### src/rtl/game2048_pkg.sv
// Shared types, constants and board helpers for the 2048 datapath.
// Boards are 16 cells of 4-bit codes, index = row*4 + col; code n means tile 2^n.
package game2048_pkg;

  localparam int unsigned NUM_CELLS = 16;
  localparam int unsigned GRID_DIM  = 4;
  localparam int unsigned CELL_W    = 4;
  localparam int unsigned LFSR_W    = 16;

  typedef logic [CELL_W-1:0]                 cell_t;
  typedef logic [NUM_CELLS-1:0][CELL_W-1:0]  board_t;

  localparam cell_t CELL_EMPTY = 4'd0;
  localparam cell_t TILE_2     = 4'd1;
  localparam cell_t TILE_4     = 4'd2;

  // Fibonacci taps 16,14,13,11 -> state bits 15,13,12,10
  localparam logic [LFSR_W-1:0] LFSR_TAPS = 16'hB400;

  typedef enum logic [1:0] {
    SP_IDLE,
    SP_SEEK,
    SP_CHECK,
    SP_DONE
  } spawn_state_e;

  // One LFSR step: shift left, parity of tapped bits enters bit 0
  function automatic logic [LFSR_W-1:0] lfsr_next(input logic [LFSR_W-1:0] q);
    return {q[LFSR_W-2:0], ^(q & LFSR_TAPS)};
  endfunction

  // True when any cell has reached the winning code
  function automatic logic board_win(input board_t b, input cell_t win_code);
    logic w;
    w = 1'b0;
    for (int unsigned i = 0; i < NUM_CELLS; i++) begin
      if (b[4'(i)] >= win_code) w = 1'b1;
    end
    return w;
  endfunction

  // True when no empty cell and no orthogonal equal pair exist (no row wrap)
  function automatic logic board_lose(input board_t b);
    logic any_move;
    any_move = 1'b0;
    for (int unsigned i = 0; i < NUM_CELLS; i++) begin
      if (b[4'(i)] == CELL_EMPTY) any_move = 1'b1;
    end
    for (int unsigned r = 0; r < GRID_DIM; r++) begin
      for (int unsigned c = 0; c < GRID_DIM - 1; c++) begin
        if (b[4'(r * GRID_DIM + c)] == b[4'(r * GRID_DIM + c + 1)]) any_move = 1'b1;
      end
    end
    for (int unsigned i = 0; i < NUM_CELLS - GRID_DIM; i++) begin
      if (b[4'(i)] == b[4'(i + GRID_DIM)]) any_move = 1'b1;
    end
    return !any_move;
  endfunction

endpackage

### src/rtl/lfsr16.sv
// Free-running 16-bit Fibonacci LFSR, loaded with SEED on synchronous reset.
// Ports: clk, rst (sync, active high), q (current state).
module lfsr16
  import game2048_pkg::*;
#(
  parameter logic [LFSR_W-1:0] SEED = 16'hACE1
) (
  input  logic              clk,
  input  logic              rst,
  output logic [LFSR_W-1:0] q
);

  logic [LFSR_W-1:0] q_q;
  logic [LFSR_W-1:0] q_d;

  always_comb begin
    q_d = lfsr_next(q_q);
  end

  always_ff @(posedge clk) begin
    if (rst) q_q <= SEED;
    else     q_q <= q_d;
  end

  assign q = q_q;

endmodule

### src/rtl/tile_spawner.sv
// Post-slide stage: inserts a 2 or 4 tile into a pseudo-random empty cell when
// the move changed the board, then evaluates win/lose and pulses done.
// Ports: clk, rst (sync, active high), start, board_prev, board_in in;
//        board_out, busy, done, spawned, win, lose, rand_dbg out (all registered).
module tile_spawner
  import game2048_pkg::*;
#(
  parameter int unsigned       WIN_EXP   = 11,
  parameter logic [LFSR_W-1:0] LFSR_SEED = 16'hACE1
) (
  input  logic              clk,
  input  logic              rst,
  input  logic              start,
  input  board_t            board_prev,
  input  board_t            board_in,
  output board_t            board_out,
  output logic              busy,
  output logic              done,
  output logic              spawned,
  output logic              win,
  output logic              lose,
  output logic [LFSR_W-1:0] rand_dbg
);

  localparam cell_t WIN_CODE = CELL_W'(WIN_EXP);

  logic [LFSR_W-1:0] lfsr;

  spawn_state_e state_q, state_d;
  board_t       work_q, work_d;
  logic [3:0]   ptr_q, ptr_d;
  cell_t        val_q, val_d;
  logic [4:0]   cnt_q, cnt_d;
  logic         spawn_q, spawn_d;
  board_t       board_out_q, board_out_d;
  logic         busy_q, busy_d;
  logic         done_q, done_d;
  logic         spawned_q, spawned_d;
  logic         win_q, win_d;
  logic         lose_q, lose_d;

  lfsr16 #(.SEED(LFSR_SEED)) u_lfsr (
    .clk (clk),
    .rst (rst),
    .q   (lfsr)
  );

  // Next-state and output logic
  always_comb begin
    state_d     = state_q;
    work_d      = work_q;
    ptr_d       = ptr_q;
    val_d       = val_q;
    cnt_d       = cnt_q;
    spawn_d     = spawn_q;
    board_out_d = board_out_q;
    busy_d      = busy_q;
    done_d      = 1'b0;
    spawned_d   = spawned_q;
    win_d       = win_q;
    lose_d      = lose_q;

    case (state_q)
      SP_IDLE: begin
        if (start) begin
          work_d  = board_in;
          ptr_d   = lfsr[3:0];
          val_d   = (lfsr[7:4] == 4'h0) ? TILE_4 : TILE_2;
          cnt_d   = 5'd0;
          spawn_d = 1'b0;
          busy_d  = 1'b1;
          state_d = (board_in != board_prev) ? SP_SEEK : SP_CHECK;
        end
      end
      SP_SEEK: begin
        // 16 occupied cells examined: give up rather than spin forever
        if (cnt_q == 5'd16) begin
          state_d = SP_CHECK;
        end else if (work_q[ptr_q] == CELL_EMPTY) begin
          work_d[ptr_q] = val_q;
          spawn_d       = 1'b1;
          state_d       = SP_CHECK;
        end else begin
          ptr_d = ptr_q + 4'd1;
          cnt_d = cnt_q + 5'd1;
        end
      end
      SP_CHECK: begin
        board_out_d = work_q;
        spawned_d   = spawn_q;
        win_d       = board_win(work_q, WIN_CODE);
        lose_d      = board_lose(work_q);
        busy_d      = 1'b0;
        done_d      = 1'b1;
        state_d     = SP_DONE;
      end
      SP_DONE: begin
        state_d = SP_IDLE;
      end
      default: begin
        state_d = SP_IDLE;
      end
    endcase
  end

  // State and output registers
  always_ff @(posedge clk) begin
    if (rst) begin
      state_q     <= SP_IDLE;
      work_q      <= '0;
      ptr_q       <= 4'd0;
      val_q       <= CELL_EMPTY;
      cnt_q       <= 5'd0;
      spawn_q     <= 1'b0;
      board_out_q <= '0;
      busy_q      <= 1'b0;
      done_q      <= 1'b0;
      spawned_q   <= 1'b0;
      win_q       <= 1'b0;
      lose_q      <= 1'b0;
    end else begin
      state_q     <= state_d;
      work_q      <= work_d;
      ptr_q       <= ptr_d;
      val_q       <= val_d;
      cnt_q       <= cnt_d;
      spawn_q     <= spawn_d;
      board_out_q <= board_out_d;
      busy_q      <= busy_d;
      done_q      <= done_d;
      spawned_q   <= spawned_d;
      win_q       <= win_d;
      lose_q      <= lose_d;
    end
  end

  assign board_out = board_out_q;
  assign busy      = busy_q;
  assign done      = done_q;
  assign spawned   = spawned_q;
  assign win       = win_q;
  assign lose      = lose_q;
  assign rand_dbg  = lfsr;

endmodule

### config.mk
export PLATFORM = sky130hd
export DESIGN_NAME = tile_spawner
export DESIGN_NICKNAME = d
export VERILOG_FILES = /design/src/rtl/game2048_pkg.sv /design/src/rtl/lfsr16.sv /design/src/rtl/tile_spawner.sv
export SDC_FILE = /design/constraint.sdc
export NUM_CORES = 1
export LEC_CHECK = 0
export BUFFER_PORTS_ARGS = -buffer_cell sky130_fd_sc_hd__buf_2
export CAP_MARGIN = 5
export CORE_MARGIN = 2
export CORE_UTILIZATION = 55
export CTS_CLUSTER_DIAMETER = 80
export CTS_CLUSTER_SIZE = 28
export DETAILED_ROUTE_END_ITERATION = 8
export PLACE_DENSITY = 0.86
export SLEW_MARGIN = 5
export SYNTH_ARGS = -nofsm -noshare
export SYNTH_HDL_FRONTEND = slang
export SYNTH_SLANG_ARGS = --single-unit
### constraint.sdc
create_clock -name clk -period 2.9 [get_ports clk]
set_clock_uncertainty 0.05 [all_clocks]
set_input_delay 0.29 -clock clk [delete_from_list [all_inputs] [get_ports clk]]
set_output_delay 0.29 -clock clk [all_outputs]
set_load 0.05 [all_outputs]
==> impl_metrics.toml <==
[outcome]
status = "finished clean"

[grt]
grt_antenna_before_repair = 0
grt-ovfl-total = 0
grt_max_degree = 74
grt_pass1_vias = 8432
grt_pass1_wl_mm = 49.8
grt.total_usage = 0.372

[setup_path]
reg2reg_to = "work_q[1]"
crit_type = "reg2reg"
cp-end-kind = "register"
path_depth = 8
path_buf_inv = 1
endpoint = "work_q[1]"
crit_start = "work_q[40]"
cp_slowest_cell = "or4_1"
cp_cell_sequence = "or4_1 -> nor2_1 -> nor3_1 -> a31oi_1 -> a21oi_1 -> nor2_2 -> buf_4 -> a211oi_1"
ff2ff_setup_slack_ns = 0.29
cp-start-kind = "register"
rr_startpoint = "work_q[40]"
cp.arrival_ns = 2.85
worstPathMaxFanout = 18
r2r.worst_path.cells = 8
critPathTopFamily = "simple AND/OR/NAND/NOR gates"
required_ns = 3.15
cpPeakStageDelay_ns = 0.63

[clocking]
path_clk_slew_ns = 0.07
cts_resized = 0
clockBufferDepth = 2
h-tree-depth = 4
ctsHoldBuffers = 0
cts_sinks = 163
post_cts_buffers = 0
cts_buffers = 17
clock_latency_ns = 0.44
cts_tree = "built"
cts-root-buf = "clkbuf_16"

[power]
irDropWorstVdd_uv = 596
total_power_uw = 12700
powerDensity_mw_per_mm2 = 1160
leakagePower_uw = 0.00461

[place]
dp_cells = 1417
placed_area_mm2 = 0.0103
hpwl_mm = 24.9
place_congestion = 1.04
io_buffer_count = 215

[timing]
tightest_slew_ns = 0.773
max_freq_ghz = 0.384
tns_ns = 0
maxSlewHeadroom = 0.484
slew_viol_final = 0
period_needed_ns = 2.61
hold_violations = 0
setup_violations = 0
period_share = 0.899
rsz0062_at_grt = "no"

[floorplan]
initial_utilization = 0.555
ios = 216
dieWidth_um = 133
die_y_um = 133
coreArea_mm2 = 0.0164
dieArea_mm2 = 0.0176
fp-row-count = 47

[detailed_routing]
routed_via_density = 6.33
routedWlPerCell_um = 23.0
wl_mm = 33.3
drcViolationCount = 0
detail-route-antenna-nets = 0
drtIter0Drc = 1372
vias = 9178
first_pass_iters = 6

[yosys]
ys_ff_latch = 163
synth_commonest_cells = "163 x dfxtp_1, 109 x xnor2_1, 93 x nor2_1"
syn_nets = 1193
synth_area_mm2 = 0.00911
synth.most_common_cell = "dfxtp_1"
synth_cell_types = 53
synthArstFlopShare = 0
syn_area_per_cell_um2 = 8.65
ys_warn_count = 0
synth.top_cells.by_area = "dfxtp_1 36%, xnor2_1 10%, mux2i_1 7.2%"
postSynthCellCount = 1053
yosysSeqAreaShare = 0.358
synth_top_cell_by_area = "dfxtp_1"
synth-edff-count = 0
synth_top_area_share = 0.358
synthFlopType = "dfxtp_1"

[final_layout]
nets = 1356
fin_area_mm2 = 0.0109
multi_input_area_mm2 = 0.00521
antenna_cells = 0
ff_latch_area_mm2 = 0.00326
syn_to_final_growth_pct = 20.0
finalNonFillerCells = 1449
drive_above_1_share = 0.269
fin_util = 0.667
nFillCells = 1357

[min_path]
hp-start = "board_in[7]"
min-delay-path-class = "in2reg"

[run]
maxCapViolations = 0
metal layers:
metal  vias to the layer above  wire [um]  track usage
li1                       4029          -            -
met5                         -          0            0
met2                       718      14200        0.565
met3                       145       4280        0.100
met1                      4286      13000        0.492
met4                         0       1780        0.173
flip-flops by register name, summed over array words and instances (netlist names):
register / count
busy: 1
cnt_q: 5
done: 1
u_lfsr.q: 16
spawned: 1
state_q: 2
spawn_q: 1
win: 1
lose: 1
ptr_q: 4
val_q: 2
work_q: 64
board_out: 64
final cells by class:
cell class                 instances  area share
multi-input combinational        746       0.477
clock buffer                      20      0.0408
tap                              220      0.0252
clock inverter                    12      0.0134
sequential                       163       0.298
timing repair buffer             276       0.142
inverter                          12     0.00412
per-stage QoR:
stage	hold WS [ns]	worst slack (ns)
2_1_floorplan	0.366	0.665
3_3_place_gp	0.374	0.378
3_5_place_dp	0.385	0.313
4_1_cts	0.0344	0.288
5_1_grt	0.0439	0.160
6_report	0.0329	0.293
cell families (layout without fill, tap and decap cells):
logic type	count (synthesis)	after routing	share of synthesized area
and+or+nand+nor	294	294	0.163
buffers and inverters	144	320	0.0721
DFF	163	163	0.358
AOI/OAI and AO/OA	214	214	0.165
xor gates and xnor gates	163	163	0.157
adders and majority gates	9	9	0.0124
muxes	66	66	0.0725
how the worst min path moves through the flow:
stage,endpoint,slack (ns),depth (start not counted)
3_5_place_dp,u_lfsr.q[15],0.38,1
6_report,work_q[7],0.03,2
4_1_cts,work_q[7],0.03,2
3_3_place_gp,u_lfsr.q[15],0.37,1
5_1_grt,work_q[7],0.04,2
2_1_floorplan,u_lfsr.q[10],0.37,1
report_power, final:
part | switching [uW] | total (uW) | internal (uW)
combinational | 4360 | 6930 | 2570
clock | 996 | 2310 | 1310
sequential | 665 | 3440 | 2770
cell usage in the layout (no fill, tap or decap), types with 3 or more instances in the layout:
master / n
a211oi_1: 27
a211oi_2: 9
a21o_1: 16
a21oi_1: 58
a22oi_1: 9
a31oi_1: 3
a32o_1: 32
buf_2: 214
buf_4: 61
clkbuf_16: 17
dfxtp_1: 163
ha_1: 7
inv_1: 11
inv_6: 3
mux2i_1: 66
nand2_1: 34
nand2b_1: 3
nand3_1: 41
nand4_1: 38
nor2_1: 93
nor2b_1: 18
nor3_1: 10
nor4_1: 30
o21ai_0: 40
or2_2: 7
or3_1: 3
or4_1: 9
xnor2_1: 109
xor2_1: 54
(Power assumes the default switching activity.)
